## src/rtl/cic_pkg.sv

```systemverilog
// Shared configuration, FSM state type and scaling helper for the CIC comb chain.
// IDW/ODW/SW fix the datapath, output and shift-select widths for every user
// of this package; NS and DM remain parameters of cic_comb_chain.
package cic_pkg;

  localparam int unsigned IDW  = 24;          // comb datapath width
  localparam int unsigned ODW  = 16;          // output width, ODW <= IDW
  localparam int unsigned SW   = 5;           // shift_sel width
  localparam int unsigned SMAX = IDW - ODW;   // largest usable right shift

  localparam logic signed [IDW:0] SAT_HI = (IDW+1)'((2 ** (ODW - 1)) - 1);
  localparam logic signed [IDW:0] SAT_LO = (IDW+1)'(-(2 ** (ODW - 1)));

  typedef enum logic [1:0] {IDLE, WARMUP, RUN} comb_state_t;

  typedef struct packed {
    logic           sat;
    logic [ODW-1:0] data;
  } sat_res_t;

  // Round-half-up arithmetic right shift by s, then clip to ODW signed bits.
  // v is the comb output already sign-extended by one bit, so adding the
  // rounding constant can never overflow.
  function automatic sat_res_t sat_round(input logic signed [IDW:0] v,
                                         input int unsigned s);
    logic signed [IDW:0] r;
    sat_res_t            res;
    r = v;
    if (s != 0) r = r + ((IDW+1)'(1) <<< (s - 1));
    r = r >>> s;
    res.sat  = 1'b0;
    res.data = r[ODW-1:0];
    if (r > SAT_HI) begin
      res.sat  = 1'b1;
      res.data = SAT_HI[ODW-1:0];
    end else if (r < SAT_LO) begin
      res.sat  = 1'b1;
      res.data = SAT_LO[ODW-1:0];
    end
    return res;
  endfunction

endpackage

```

## src/rtl/cic_comb_chain_if.sv

```systemverilog
// Sample-stream interface of the comb chain.
//   enable    : 0 keeps the block idle and flushed
//   shift_sel : requested right shift (clamped to SMAX)
//   in_valid  : qualifies data_in, one sample per strobe
//   data_in   : signed integrator/decimator output
//   sat_clr   : clears the sticky saturation flag
//   out_valid : single-cycle strobe qualifying data_out
//   data_out  : scaled, rounded, saturated result
//   sat_flag  : sticky saturation indicator
interface cic_comb_chain_if import cic_pkg::*; ();

  logic           enable;
  logic [SW-1:0]  shift_sel;
  logic           in_valid;
  logic [IDW-1:0] data_in;
  logic           sat_clr;
  logic           out_valid;
  logic [ODW-1:0] data_out;
  logic           sat_flag;

  modport master (
    output enable, shift_sel, in_valid, data_in, sat_clr,
    input  out_valid, data_out, sat_flag
  );

  modport slave (
    input  enable, shift_sel, in_valid, data_in, sat_clr,
    output out_valid, data_out, sat_flag
  );

endinterface

```

## src/rtl/cic_comb_stage.sv

```systemverilog
// One comb stage: y = x - x delayed by DM accepted samples, mod 2^IDW.
//   clk_div/reset_n : clock and async active-low reset
//   flush           : synchronous clear of delay line and output register
//   in_valid/in_tag : sample qualifier and its "emit" tag
//   in_data         : stage input
//   out_valid/out_tag/out_data : registered stage output
module cic_comb_stage import cic_pkg::*; #(
  parameter int unsigned DM = 1
) (
  input  logic           clk_div,
  input  logic           reset_n,
  input  logic           flush,
  input  logic           in_valid,
  input  logic           in_tag,
  input  logic [IDW-1:0] in_data,
  output logic           out_valid,
  output logic           out_tag,
  output logic [IDW-1:0] out_data
);

  logic [IDW-1:0] dly_q [DM];

  // Delay line and output only advance on accepted samples; valid moves every cycle.
  always_ff @(posedge clk_div or negedge reset_n) begin
    if (!reset_n) begin
      out_valid <= 1'b0;
      out_tag   <= 1'b0;
      out_data  <= '0;
      for (int i = 0; i < int'(DM); i++) dly_q[i] <= '0;
    end else if (flush) begin
      out_valid <= 1'b0;
      out_tag   <= 1'b0;
      out_data  <= '0;
      for (int i = 0; i < int'(DM); i++) dly_q[i] <= '0;
    end else begin
      out_valid <= in_valid;
      out_tag   <= in_valid & in_tag;
      if (in_valid) begin
        out_data <= in_data - dly_q[DM-1];
        dly_q[0] <= in_data;
        for (int i = 1; i < int'(DM); i++) dly_q[i] <= dly_q[i-1];
      end
    end
  end

endmodule

```

## src/rtl/cic_comb_chain.sv

```systemverilog
// NS cascaded comb stages, then round/shift/saturate to ODW bits, with a
// warm-up FSM hiding transient outputs after enable or a shift change.
//   clk_div : decimated-rate clock
//   reset_n : asynchronous active-low reset
//   bus     : sample stream (see cic_comb_chain_if)
module cic_comb_chain import cic_pkg::*; #(
  parameter int unsigned NS = 3,
  parameter int unsigned DM = 1
) (
  input  logic              clk_div,
  input  logic              reset_n,
  cic_comb_chain_if.slave   bus
);

  localparam int unsigned WU = NS * DM;             // samples needed to fill all delay lines
  localparam int unsigned CW = $clog2(WU + 1);

  comb_state_t   state_q, state_d;
  logic [CW-1:0] cnt_q, cnt_d;
  logic [SW-1:0] shift_q;
  logic          flush_c, accept_c, tag_c, shift_chg_c, emit_c;
  int unsigned   s_eff_c;
  sat_res_t      sr_c;

  logic [IDW-1:0] stage_data  [NS+1];
  logic           stage_valid [NS+1];
  logic           stage_tag   [NS+1];

  assign shift_chg_c = (bus.shift_sel != shift_q);

  // State, warm-up counter and the reference copy of shift_sel.
  always_ff @(posedge clk_div or negedge reset_n) begin
    if (!reset_n) begin
      state_q <= IDLE;
      cnt_q   <= '0;
      shift_q <= '0;
    end else begin
      state_q <= state_d;
      cnt_q   <= cnt_d;
      shift_q <= bus.shift_sel;
    end
  end

  // Next state, flush and sample acceptance; only RUN-accepted samples are tagged for output.
  always_comb begin
    state_d  = state_q;
    cnt_d    = cnt_q;
    flush_c  = 1'b0;
    accept_c = 1'b0;
    tag_c    = 1'b0;
    case (state_q)
      IDLE: begin
        flush_c = 1'b1;
        cnt_d   = '0;
        if (bus.enable) state_d = WARMUP;
      end
      WARMUP, RUN: begin
        if (!bus.enable) begin
          flush_c = 1'b1;
          cnt_d   = '0;
          state_d = IDLE;
        end else if (shift_chg_c) begin
          flush_c = 1'b1;
          cnt_d   = '0;
          state_d = WARMUP;
        end else if (bus.in_valid) begin
          accept_c = 1'b1;
          tag_c    = (state_q == RUN);
          if (state_q == WARMUP) begin
            cnt_d = cnt_q + CW'(1);
            if (cnt_d == CW'(WU)) state_d = RUN;
          end
        end
      end
      default: state_d = IDLE;
    endcase
  end

  assign stage_data[0]  = bus.data_in;
  assign stage_valid[0] = accept_c;
  assign stage_tag[0]   = tag_c;

  for (genvar k = 0; k < int'(NS); k++) begin : g_stage
    cic_comb_stage #(.DM(DM)) u_stage (
      .clk_div   (clk_div),
      .reset_n   (reset_n),
      .flush     (flush_c),
      .in_valid  (stage_valid[k]),
      .in_tag    (stage_tag[k]),
      .in_data   (stage_data[k]),
      .out_valid (stage_valid[k+1]),
      .out_tag   (stage_tag[k+1]),
      .out_data  (stage_data[k+1])
    );
  end

  // Shift amounts beyond SMAX would discard bits the output can still hold.
  always_comb begin
    s_eff_c = 32'(bus.shift_sel);
    if (s_eff_c > SMAX) s_eff_c = SMAX;
    sr_c = sat_round((IDW+1)'($signed(stage_data[NS])), s_eff_c);
  end

  assign emit_c = stage_valid[NS] & stage_tag[NS] & ~flush_c;

  // Output register; data_out holds between strobes and survives flushes.
  always_ff @(posedge clk_div or negedge reset_n) begin
    if (!reset_n) begin
      bus.out_valid <= 1'b0;
      bus.data_out  <= '0;
      bus.sat_flag  <= 1'b0;
    end else begin
      bus.out_valid <= emit_c;
      if (emit_c) bus.data_out <= sr_c.data;
      if (emit_c && sr_c.sat) bus.sat_flag <= 1'b1;
      else if (bus.sat_clr)   bus.sat_flag <= 1'b0;
    end
  end

endmodule

```

## src/flat_wrapper.sv

```systemverilog
// flat-port wrapper written by rule: the top's interface ports become plain ports
module cic_comb_chain_flat import cic_pkg::*;
#(
  parameter int unsigned NS = 3,
  parameter int unsigned DM = 1
)
  (clk_div, reset_n, bus_enable, bus_shift_sel, bus_in_valid, bus_data_in, bus_sat_clr, bus_out_valid, bus_data_out, bus_sat_flag);
  cic_comb_chain_if bus_i ();
  input  logic clk_div;
  input  logic reset_n;
  input wire logic [$bits(bus_i.enable)-1:0] bus_enable;
  input wire logic [$bits(bus_i.shift_sel)-1:0] bus_shift_sel;
  input wire logic [$bits(bus_i.in_valid)-1:0] bus_in_valid;
  input wire logic [$bits(bus_i.data_in)-1:0] bus_data_in;
  input wire logic [$bits(bus_i.sat_clr)-1:0] bus_sat_clr;
  output wire logic [$bits(bus_i.out_valid)-1:0] bus_out_valid;
  output wire logic [$bits(bus_i.data_out)-1:0] bus_data_out;
  output wire logic [$bits(bus_i.sat_flag)-1:0] bus_sat_flag;
  assign bus_i.enable = bus_enable;
  assign bus_i.shift_sel = bus_shift_sel;
  assign bus_i.in_valid = bus_in_valid;
  assign bus_i.data_in = bus_data_in;
  assign bus_i.sat_clr = bus_sat_clr;
  assign bus_out_valid = bus_i.out_valid;
  assign bus_data_out = bus_i.data_out;
  assign bus_sat_flag = bus_i.sat_flag;
  cic_comb_chain #(.NS(NS), .DM(DM)) u_core (.clk_div(clk_div), .reset_n(reset_n), .bus(bus_i));
endmodule
```

## config.mk

```make
export PLATFORM = sky130hd
export DESIGN_NAME = cic_comb_chain_flat
export DESIGN_NICKNAME = d
export VERILOG_FILES = /design/src/rtl/cic_pkg.sv /design/src/rtl/cic_comb_chain_if.sv /design/src/rtl/cic_comb_stage.sv /design/src/rtl/cic_comb_chain.sv /design/src/flat_wrapper.sv
export SDC_FILE = /design/constraint.sdc
export NUM_CORES = 1
export LEC_CHECK = 0
export CAP_MARGIN = 20
export CORE_MARGIN = 10
export CORE_UTILIZATION = 60
export CTS_BUF_LIST = sky130_fd_sc_hd__clkbuf_4
export DETAILED_ROUTE_END_ITERATION = 10
export PLACE_DENSITY = 0.79
export SKIP_CTS_REPAIR_TIMING = 1
export SLEW_MARGIN = 15
export SYNTH_ARGS = -nofsm -noshare
export SYNTH_HDL_FRONTEND = slang
export SYNTH_SLANG_ARGS = --single-unit
```

## constraint.sdc

```tcl
create_clock -name clk_div -period 9.1 [get_ports clk_div]
set_clock_uncertainty 0.05 [all_clocks]
set_input_delay 1.82 -clock clk_div [delete_from_list [all_inputs] [get_ports clk_div]]
set_output_delay 1.82 -clock clk_div [all_outputs]
set_load 0.01 [all_outputs]
```

== Word-level counts from Yosys, hierarchy flattened ==
Cells that the tools add are included.

* Add/subtract/negate cells: 6
* Multiply operators: 0
* Divide/modulo/power cells: 0
* $lt $le $gt $ge: 3
* Equal/unequal tests: 8
* Shift operators: 2
* Mux-type cells: 47
* Bitwise operators: 6
* Reductions and logical operators: 11

{| class="wikitable"
|+ Operator list
! kind !! number
|-
| $mux 24 || 12
|-
| $sub 24x24->24 || 3
|-
| $mux 17 || 2
|-
| $reduce_bool 32->1 || 1
|-
| $sshl 2x32->25 const A || 1
|-
| $add 24x25->25 || 1
|-
| $gt 25x16->1 const B || 1
|-
| $lt 25x16->1 const B || 1
|-
| $mux 25 || 1
|-
| $sshr 25x5->25 || 1
|-
| $mux 2 || 10
|-
| $mux 1 || 18
|-
| $reduce_bool 2->1 || 5
|-
| $ne 4x2->1 const B || 2
|-
| $pmux 2 s2 || 2
|-
| $sub 5x1->6 const B || 1
|-
| $and 1x1->1 || 5
|-
| $gt 5x4->1 const B || 1
|-
| $mux 5 || 1
|-
| $ne 5x5->1 || 1
|-
| $eq 2x2->1 const B || 2
|-
| $ne 4x3->1 const B || 1
|-
| $reduce_and 4->1 || 1
|-
| $reduce_and 3->1 || 1
|-
| 8 further kinds || 8
|}

* Flip-flop bits (word level): 177
* Bits in latches: 0
* RAM bits: 0
* Memory bits (read-only): 0
* Input port bits: 34
* Output and inout bits: 18
* Logic and storage cells: 101
* Memories kept: 0

== Longest topological paths before layout ==
Gate-level depths: netlist of the first run.

* Depth after elaboration: 12
* Depth in mapped cells: 24
* Mapped depth without buffers: 19

== Hierarchy ==
From an unflattened synthesis of the first run, not the netlist that was laid out.

* Cells, all modules: 1,759
* Area, all modules: 14,610.3 um^2

{| class="wikitable"
|+ Modules (own cells, without submodules)
! module !! instances !! cells an instance !! area each (um^2) !! seq. area each (um^2)
|-
| cic_comb_stage || 3 || 345 || 3,215.6 || 1,251.2
|-
| cic_comb_chain || 1 || 724 || 4,963.5 || 675.6
|}

== Least setup slack after synthesis of the first run ==
Ideal clock, no wire load.

* Kind: input to register
* Start point: input bus_shift_sel[4]
* End point: register u_core.bus.data_out[10]
* Arrival time: 6.437 ns
* Data required time: 8.949 ns
* Setup slack: 2.513 ns
* Cell stages on the path: 23
* Cells stage by stage: nor2_1 -> inv_1 -> clkbuf_1 -> clkbuf_1 -> a21oi_1 -> ha_1 -> clkbuf_1 -> nand2b_1 -> nor3_1 -> ha_1 -> buf_2 -> and4_1 -> nand3_4 -> a2111oi_4 -> nor3_2 -> xor2_2 -> a2111oi_4 -> a21oi_1 -> or4_1 -> a22oi_2 -> a21boi_2 -> buf_6 -> o311ai_2

* Word-level cells in the longest chain between the ends: 10
* Elaborated cells between the ends (all ways): 18
* Classes of those cells: add/sub (2); order compare (3); eq/ne (1); shift (2); mux (7); bitwise (2); reduce/logical (1)

{| class="wikitable"
|+ RTL lines
! element !! RTL line !! RTL
|-
| from (decl) || flat_wrapper.sv:12 || <nowiki>input wire logic [$bits(bus_i.shift_sel)-1:0] bus_shift_sel;</nowiki>
|-
| $gt 5x4->1 || cic_comb_chain.sv:100 || <nowiki>if (s_eff_c > SMAX) s_eff_c = SMAX;</nowiki>
|-
| $mux 5 || cic_comb_chain.sv:100 ||
|-
| $sub 5x1->6 || cic_pkg.sv:29 || <nowiki>if (s != 0) r = r + ((IDW+1)'(1) <<< (s - 1));</nowiki>
|-
| $sshl 2x32->25 || cic_pkg.sv:29 ||
|-
| $add 24x25->25 || cic_pkg.sv:29 ||
|-
| $mux 25 || cic_pkg.sv:29 ||
|-
| $sshr 25x5->25 || cic_pkg.sv:30 || <nowiki>r = r >>> s;</nowiki>
|-
| $lt 25x16->1 || cic_pkg.sv:36 || <nowiki>end else if (r < SAT_LO) begin</nowiki>
|-
| $mux 17 || cic_pkg.sv:36 ||
|-
| $mux 17 || cic_pkg.sv:33 || <nowiki>if (r > SAT_HI) begin</nowiki>
|-
| to (signal assigned) || cic_comb_chain.sv:114 || <nowiki>if (emit_c) bus.data_out <= sr_c.data;</nowiki>
|-
| to (decl) || cic_comb_chain_if.sv:28 || <nowiki>output out_valid, data_out, sat_flag</nowiki>
|}

Several ways; a longest one is shown, not always the timed one.
A chain may end at the register's enable or synchronous reset.

== Worst setup path in the final report of the first run ==
* Start point: input bus_shift_sel[0]
* End point: register u_core.bus.data_out[3]

The elaborated chain is that of the path after synthesis.

==> impl_metrics.toml, run 1 <==
[min_path]
min_from = "u_core.cnt_q[0]$_DFFE_PN0P_"
hold_depth = 1
hold_end = "u_core.cnt_q[0]$_DFFE_PN0P_"
min_path_type = "reg -> reg"

[critical_path]
critPathRequiredTime_ns = 9.50
crit_family = "simple AND/OR/NAND/NOR gates"
path_buf_inv = 1
ff2ff_setup_slack_ns = 4.69
end_kind = "flop"
cp.depth = 18
r2r_end = "u_core.bus.data_out[3]$_DFFE_PN0P_"
r2r.worst_path.cells = 14
arrival_ns = 7.51
cp_max_fo = 12
r2r_start = "u_core.g_stage[2].u_stage.out_data[0]$_DFFE_PN0P_"
slowest_stage = "clkdlybuf4s50_1"
crit_path_cell_trace = "clkdlybuf4s50_1 -> nor2_1 -> a21oi_1 -> ha_1 -> nand2b_1 -> nor3_1 -> ha_1 -> a21oi_1 -> o21ai_1 -> a22o_1 -> nor3_2 -> a22o_1 -> nor4_1 -> or4_1 -> a211oi_1 -> nand4_1 -> nand3_1 -> o311ai_1"
crit_type = "in -> reg"
crit_path_max_incr_delay_ns = 0.72
startpoint_type = "primary input"

[cts]
clockBufferDepth = 2
cts.clk_slew.worst_paths_ns = 0.17
cts_tree = "yes"
htreeDepth = 4
clk_latency_ns = 0.58
cts_buffers = 17
root_buffer = "clkbuf_4"
cts.sinks = 177

[layout]
stdcell_count = 1922
syn2layout_area_growth_pct = 7.69
drive_gt1_frac = 0.0673
final_net_count = 1759

[detailed_routing]
drtIter0Drc = 982
drc = 0
wl_per_cell_um = 18.0
first_pass_iters = 6
antenna_left = 0
drt_wl_total_mm = 34.6
routed_via_density = 6.18
via_count = 11900

[sta]
fin_crit_sh = 0.781
post-route-min-period_ns = 7.11
finalSetupTns_ns = 0
setup_viol = 0
maxSlewViolCount = 0
slew_headroom = 0.358
layout_setup_ws_ns = 1.99
rsz0062_at_grt = "false"
max_freq_ghz = 0.141
worst_hold_slack_ns = 0.459
final-hold-violation-count = 0
tightest_slew_ns = 0.950

[placement]
dp_cells = 1886
finalWeightedCongestion = 1.03
place_ws_ns = 1.51
post-dp-hpwl_mm = 25.9
portBuffers = 51

[yosys]
async_flop_share = 1.00
postSynthCellCount = 1605
syn_area_sq_mm = 0.0138
seq_area_frac_synth = 0.320
yosys_most_used_dff = "dfrtp_1"
yosysWarnings = 0
synth.distinct_cells = 89
synth_area_leaders = "dfrtp_1 (32%), ha_1 (9.0%), mux2i_1 (6.7%), nor2_1 (5.3%), a21oi_1 (3.4%)"
synth_edf_count = 0
syn_area_per_cell_sq_um = 8.62
synth_largest_area_cell = "dfrtp_1"
synth-seq-cells = 177
synth_top_area_share = 0.320

[die]
die_w_um = 172
ioPinCount = 52
dieArea_sq_mm = 0.0295
initial_core_util = 0.611
core_sq_mm = 0.0226
die_h_um = 172
num_rows = 55

[power]
clockPowerShare = 0.281
finalPower_mw = 1.59
swShare = 0.360
irDropWorstVdd_uv = 98.0
p_int_mw = 1.02
combPwrFrac = 0.220
powerDensity_mw_per_mm2 = 107
seqPwrFrac = 0.499
netSwitchingPower_uw = 573
power_leakage_nw = 6.30

[grt]
grt_pass1_vias = 11500
grt_overflow = 0
grt_use_total = 0.237
grt_pass1_wl_mm = 57.2
antenna_found_initial = 1
grt_max_degree = 98

[run_status]
status = "finished, final reports clean"

[flow_run]
drv_cap = 0
## cell usage after synthesis, drive strengths merged (6+ instances only)
cell type	instances
buf	24
o22ai	8
a21oi	94
xnor2	52
a2111oi	7
a22o	33
o21bai	12
ha	99
nand4	9
o211ai	14
a31oi	18
nor2	197
nand2	110
or3	10
nor2b	12
mux2i	93
a211o	9
and3	16
nor4	9
or2	9
a221oi	6
nor3	42
o21a	16
o2111ai	6
o31ai	10
nand2b	21
clkbuf	58
a211oi	42
o311ai	12
dfrtp	177
and2	9
inv	111
o21ai	79
a21o	28
xor2	24
nand3	40
## placed cells by master (no fill, tap or decap), types with 18 or more instances in the layout
master	count
nor2_1	195
dfrtp_1	175
inv_1	111
nand2_1	110
ha_1	99
a21oi_1	93
mux2i_1	93
o21ai_0	73
xnor2_1	52
clkdlybuf4s50_1	50
nand3_1	39
nor3_1	38
a211oi_1	35
a22o_1	33
a21o_1	28
xor2_1	23
nand2b_1	21
buf_4	20
clkbuf_4	18
## worst register-to-register path, cell delays in order (launching register included)
cell	delay, ns
dfrtp_1	0.46
ha_1	0.21
inv_1	0.06
fa_1	0.40
nor2b_1	0.23
o31ai_1	0.13
a211oi_1	0.43
o2111ai_1	0.27
a211o_1	0.38
nand3_1	0.14
a22oi_1	0.16
o221a_2	0.33
a21oi_1	0.38
nand3_1	0.47
o311ai_1	0.22
## sequential cells by signal, indices dropped and copies added (netlist names)
register,count
u_core.g_stage.u_stage.out_valid,3
u_core.g_stage.u_stage.out_data,72
u_core.g_stage.u_stage.dly_q,72
u_core.state_q,2
u_core.shift_q,5
u_core.g_stage.u_stage.out_tag,3
u_core.bus.data_out,16
u_core.bus.out_valid,1
u_core.cnt_q,2
u_core.bus.sat_flag,1
## worst max path at each step
stage | start | to
6_report | bus_shift_sel[0] | u_core.bus.data_out[3]$_DFFE_PN0P_
5_1_grt | bus_shift_sel[0] | u_core.bus.data_out[3]$_DFFE_PN0P_
4_1_cts | bus_shift_sel[0] | u_core.bus.data_out[3]$_DFFE_PN0P_
3_5_place_dp | bus_shift_sel[0] | u_core.bus.data_out[7]$_DFFE_PN0P_
3_3_place_gp | bus_shift_sel[0] | u_core.bus.data_out[11]$_DFFE_PN0P_
2_1_floorplan | bus_shift_sel[4] | u_core.bus.data_out[10]$_DFFE_PN0P_
## power groups by stage
stage                     clock, mW  combinational, mW  sequential (mW)
after floorplan                   0              0.240            0.809
after global placement            0              0.344            0.809
after detailed placement          0              0.348            0.809
after CTS                     0.463              0.349            0.795
after global routing          0.490              0.388            0.796
final                         0.447              0.351            0.795
## through the flow
stage | instance area, sq um | util
after floorplan | 13900 | -
after global placement | 14600 | 0.643
after detailed placement | 14600 | 0.643
after CTS | 14900 | 0.656
after global routing | 14900 | 0.658
final | 14900 | 0.658
## per-layer routing
metal	vias to the layer above	part of all wire	GRT usage
met2	287	0.48	0.402
met1	5685	0.45	0.311
met3	48	0.042	0.0306
met4	0	0.024	0.0716
met5	-	0	0
li1	5867	-	-
## area by class of cell
cell class                 instances  area (sq um)
timing repair buffer              73           701
antenna                            2          5.00
multi-input combinational       1241          8690
sequential                       177          4430
fill                            1900          7740
inverter                         112           420
tap                              285           357
clock buffer                      18           135
clock inverter                    14           159
## cell families (layout without fill, tap and decap cells)
logic type	after synthesis	after routing	synth area share
flip-flops	177	177	0.320
AND/OR/NAND/NOR	510	510	0.175
adder cells (fa/ha/maj)	103	103	0.0953
AO/OA/AOI/OAI	444	444	0.230
other	1	10	0.000271
multiplexers	100	100	0.0762
XOR/XNOR	76	76	0.0486
buffers and inverters	194	217	0.0552
No activity file was read; power rests on OpenSTA's default activity.
==> inputs of run 2 (changes only) <==
Clock period 9.1 ns to 7.22 ns, I/O delays scaled along.
==> run 2 against run 1 <==
Wire length rose by 3.5%. Final cell count increased by 0.26%. Core utilization rose by 0.39 points. Sequential share of layout area fell by 0.17 points. Final area is 0.59% higher. Critical path type unchanged.
==> impl_metrics.toml, run 2 (synthesized netlist as in run 1, its figures left out) <==
[run_status]
status = "finished, final reports clean"

[critical_path]
arrival_ns = 6.96
cp_max_fo = 15
startpoint_type = "primary input"
critPathRequiredTime_ns = 7.62
end_kind = "flop"
crit_type = "in -> reg"

[sta]
post-route-min-period_ns = 6.55
rsz0062_at_grt = "false"
maxSlewViolCount = 0
final-hold-violation-count = 0
finalSetupTns_ns = 0
slew_headroom = 0.292
setup_viol = 0
tightest_slew_ns = 1.06
layout_setup_ws_ns = 0.665
fin_crit_sh = 0.908
max_freq_ghz = 0.153
worst_hold_slack_ns = 0.449

[die]
die_w_um = 172
num_rows = 55
core_sq_mm = 0.0226
ioPinCount = 52
initial_core_util = 0.611
dieArea_sq_mm = 0.0295
die_h_um = 172

[placement]
portBuffers = 51
dp_cells = 1892
post-dp-hpwl_mm = 26.5
finalWeightedCongestion = 1.01
place_ws_ns = 0.0408

[layout]
final_cell_mix = "nor2_1 (195), dfrtp_1 (175), inv_1 (111), nand2_1 (110), ha_1 (99)"
regArea_sq_mm = 0.00443
layout_commonest_cell = "nor2_1"
stdcell_count = 1927
drive_gt1_frac = 0.0701
finalCoreUtilization = 0.662
final_net_count = 1764
syn2layout_area_growth_pct = 8.32
multi_input_area_sq_mm = 0.00869
reg.largest.list = "u_core.g_stage.u_stage.dly_q (72), u_core.g_stage.u_stage.out_data (72), u_core.bus.data_out (16)"
nFillCells = 1912

[detailed_routing]
antenna_left = 0
first_pass_iters = 5
wl_per_cell_um = 18.6
routed_via_density = 6.25
drtIter0Drc = 942
via_count = 12000
drc = 0
drt_wl_total_mm = 35.8

[cts]
cts_tree = "yes"
root_buffer = "clkbuf_4"
cts_buffers = 17
clk_latency_ns = 0.60
clockBufferDepth = 2
cts.sinks = 177
cts.clk_slew.worst_paths_ns = 0.22
htreeDepth = 4

[flow_run]
drv_cap = 0

[power]
powerDensity_mw_per_mm2 = 140
power_leakage_nw = 6.35
irDropWorstVdd_uv = 101

[grt]
grt_pass1_wl_mm = 58.7
grt_overflow = 0
grt_pass1_vias = 11600
antenna_found_initial = 1
grt_max_degree = 118
grt_use_total = 0.245

[min_path]
min_path_type = "reg -> reg"
==> run 2: routing by layer <==
layer	track usage	vias up	wire length, um
met5	0	-	0
met4	0.0870	0	983
met3	0.0287	67	1510
met2	0.404	324	17000
met1	0.326	5779	16300
li1	-	5866	-
==> run 2: power by group <==
group          internal (mW)  switching [mW]
Combinational          0.126           0.320
Sequential             0.998         0.00403
Clock                  0.180           0.465
Total                   1.30           0.788
==> run 2: metrics by stage <==
step	power, mW	cell area (sq um)
finish	2.09	15000
global placement	1.46	14600
CTS	2.11	15000
detailed placement	1.46	14600
floorplan	1.32	13900
global route	2.20	15000
==> run 2: layout make-up <==
class                      count  area share
antenna                        2    0.000334
clock buffer                  17     0.00851
clock inverter                15      0.0147
inverter                     112      0.0280
multi-input combinational   1241       0.580
sequential                   177       0.296
tap                          285      0.0238
timing repair buffer          78      0.0490
==> run 2: final timing paths <==
path                                                                        start                                             end  slack [ns]  cells past startpoint
worst max-delay path                                             bus_shift_sel[3]             u_core.bus.data_out[11]$_DFFE_PN0P_        0.67                     20
worst min-delay path                                  u_core.cnt_q[0]$_DFFE_PN0P_                     u_core.cnt_q[0]$_DFFE_PN0P_        0.45                      1
worst max register to register  u_core.g_stage[2].u_stage.out_data[0]$_DFFE_PN0P_             u_core.bus.data_out[11]$_DFFE_PN0P_        2.78                     14
worst min register to register                        u_core.cnt_q[0]$_DFFE_PN0P_                     u_core.cnt_q[0]$_DFFE_PN0P_        0.45                      1
max in group asynchronous                                                 reset_n   u_core.g_stage[1].u_stage.out_valid$_DFF_PN0_        5.12                      2
min in group asynchronous                                                 reset_n  u_core.g_stage[0].u_stage.dly_q[1]$_DFFE_PN0P_        0.71                      1
==> run 2: worst max-delay path, cell delays in order <==
cell and delay [ns]:
clkdlybuf4s50_1 0.58, nor2_1 0.10, inv_1 0.19, a21oi_1 0.07
ha_1 0.54, and3_1 0.22, ha_1 0.16, inv_1 0.06
fa_1 0.40, nor2b_1 0.22, o31a_1 0.32, o211a_1 0.24
o2111ai_1 0.22, a31o_2 0.36, o21a_1 0.22, o31a_1 0.33
o221ai_1 0.22, a311oi_2 0.16, a21boi_2 0.67, o311ai_2 0.18
==> patch, RTL diff (config.mk and constraints of run 2) <==
Re-encode `comb_state_t` (3 states) as one-hot, 3 bits wide.
--- a/src/rtl/cic_pkg.sv
+++ b/src/rtl/cic_pkg.sv
@@ -11,7 +11,7 @@
   localparam logic signed [IDW:0] SAT_HI = (IDW+1)'((2 ** (ODW - 1)) - 1);
   localparam logic signed [IDW:0] SAT_LO = (IDW+1)'(-(2 ** (ODW - 1)));
 
-  typedef enum logic [1:0] {IDLE, WARMUP, RUN} comb_state_t;
+  typedef enum logic [2:0] {IDLE = 3'b001, WARMUP = 3'b010, RUN = 3'b100} comb_state_t;
 
   typedef struct packed {
     logic           sat;
Function: no difference found for any inputs over 4 cycles, from zero or initial values and one cycle with reset_n low; so few cycles prove little.
==> patch against run 2 <==
Synthesized area down 2.0%. Combinational power fell by 29%. Highest routed layer unchanged. Routed wire length fell by 0.67%. Sequential cell count grew 1. Largest cell class unchanged. Power decreased by 9.4%. Die area down 1.7%. Critical path depth is 1 higher. Setup slack better by 9.5 ps. Critical endpoint is now u_core.bus.data_out[9]$_DFFE_PN0P_. Maximum frequency up 0.14%. Cell area shrank 2.2%. Via count decreased by 0.75%.
==> patch: results (changes against run 2) <==
status completed; # Taps 280 (-1.8%); synth unique cells 88 (-1.1%); vias per cell 6.215 (-0.49%); pre-CTS WS 225.5 ps (+184.7 ps); Placed Area 14360 µm² (-1.7%); Plain + repair buffers 80 (+2.6%); final net count 1761 (-0.17%); Hold WS 448.1 ps (-1.243 ps); Critical Path End u_core.bus.data_out[9]$_DFFE_PN0P_; fraction of layout cells with a size suffix above 1 5.850% (-1.2 points); initial drt markers 1093 (+16%); P_leak 6.335 nW (-0.16%); clk_lat worst skew 580 ps (-20 ps); largest cells by area after synthesis dfrtp_1 33%, ha_1 8.8%, mux2i_1 7.2%; Reg-to-Reg Start u_core.g_stage[2].u_stage.out_data[8]$_DFFE_PN0P_; gr usage total 24.47% (about the same); ANT cells 1 (-1); DP HPWL 26780 µm (+1.0%); Clock-cell share 2.015% (-0.31 points); crit path from bus_shift_sel[4]; clock buf count 18 (+1); Peak supply drop 96.52 µV (-4.8%); pin count of the biggest net entering global routing 104 (-12%); FF+latch count 178 (+0.56%); vias in the first global route 11300 (-2.4%); FF-to-FF setup slack 2640 ps (-140 ps); comb_multi_in 1242 (+0.081%); inverters 109 (-2.7%)
patch: changes by cell type in the layout (fill, tap and decap cells not counted), moves of 6 or more:
cell      change
o31ai_1      +23
a211oi_1      -7
xor2_1        +8
nand2_1      +32
a221o_1      +12
a22o_1       -29
a211oi_2      -6
nand3_1       +8
o21ai_0       +8
a31oi_1       -6
nor2_1       -11
nand2b_1      -9
and2_1        +6
patch: critical path: stages:
cell and delay, ps:
clkdlybuf4s50_1 490, nor2_1 230, inv_1 120, a21oi_1 150, ha_1 300, nand2_1 110, or2_2 330, inv_1 60
ha_1 210, a21oi_1 230, o221ai_1 200, a2111oi_2 650, nor3_1 130, a211oi_1 280, buf_4 180, a21oi_1 60
mux4_2 490, a221o_1 320, a31oi_1 200, a41o_1 540, a221o_1 240
patch: per-layer routing:
layer  routed length (µm)  GRT usage [%]  vias to the layer above
met1                16510          33.67                     5701
met5                    0              0                        -
li1                     -              -                     5839
met4                  879          8.276                        0
met3                 1973          3.216                       53
met2                16220          38.91                      353
patch: kinds of logic after synthesis:
kind of cell,after synthesis,share of synthesized area [%]
other,1,0.02764
buffers and inverters,190,5.423
AO/OA/AOI/OAI,428,21.88
flip-flops,178,32.84
adder cells (fa/ha/maj),99,9.352
multiplexers,102,7.645
XOR/XNOR,79,5.100
AND/OR/NAND/NOR,526,17.74
patch: per-stage QoR:
| step | power [mW] | instances | utilization [%] |
|---|---|---|---|
| 6_report | 1.895 | 1922 | 66.55 |
| 5_1_grt | 1.977 | 1922 | 66.55 |
| 4_1_cts | 1.906 | 1921 | 66.54 |
| 3_5_place_dp | 1.335 | 1889 | 65.20 |
| 3_3_place_gp | 1.333 | 1889 | 65.20 |
| 2_1_floorplan | 1.219 | 1610 | - |
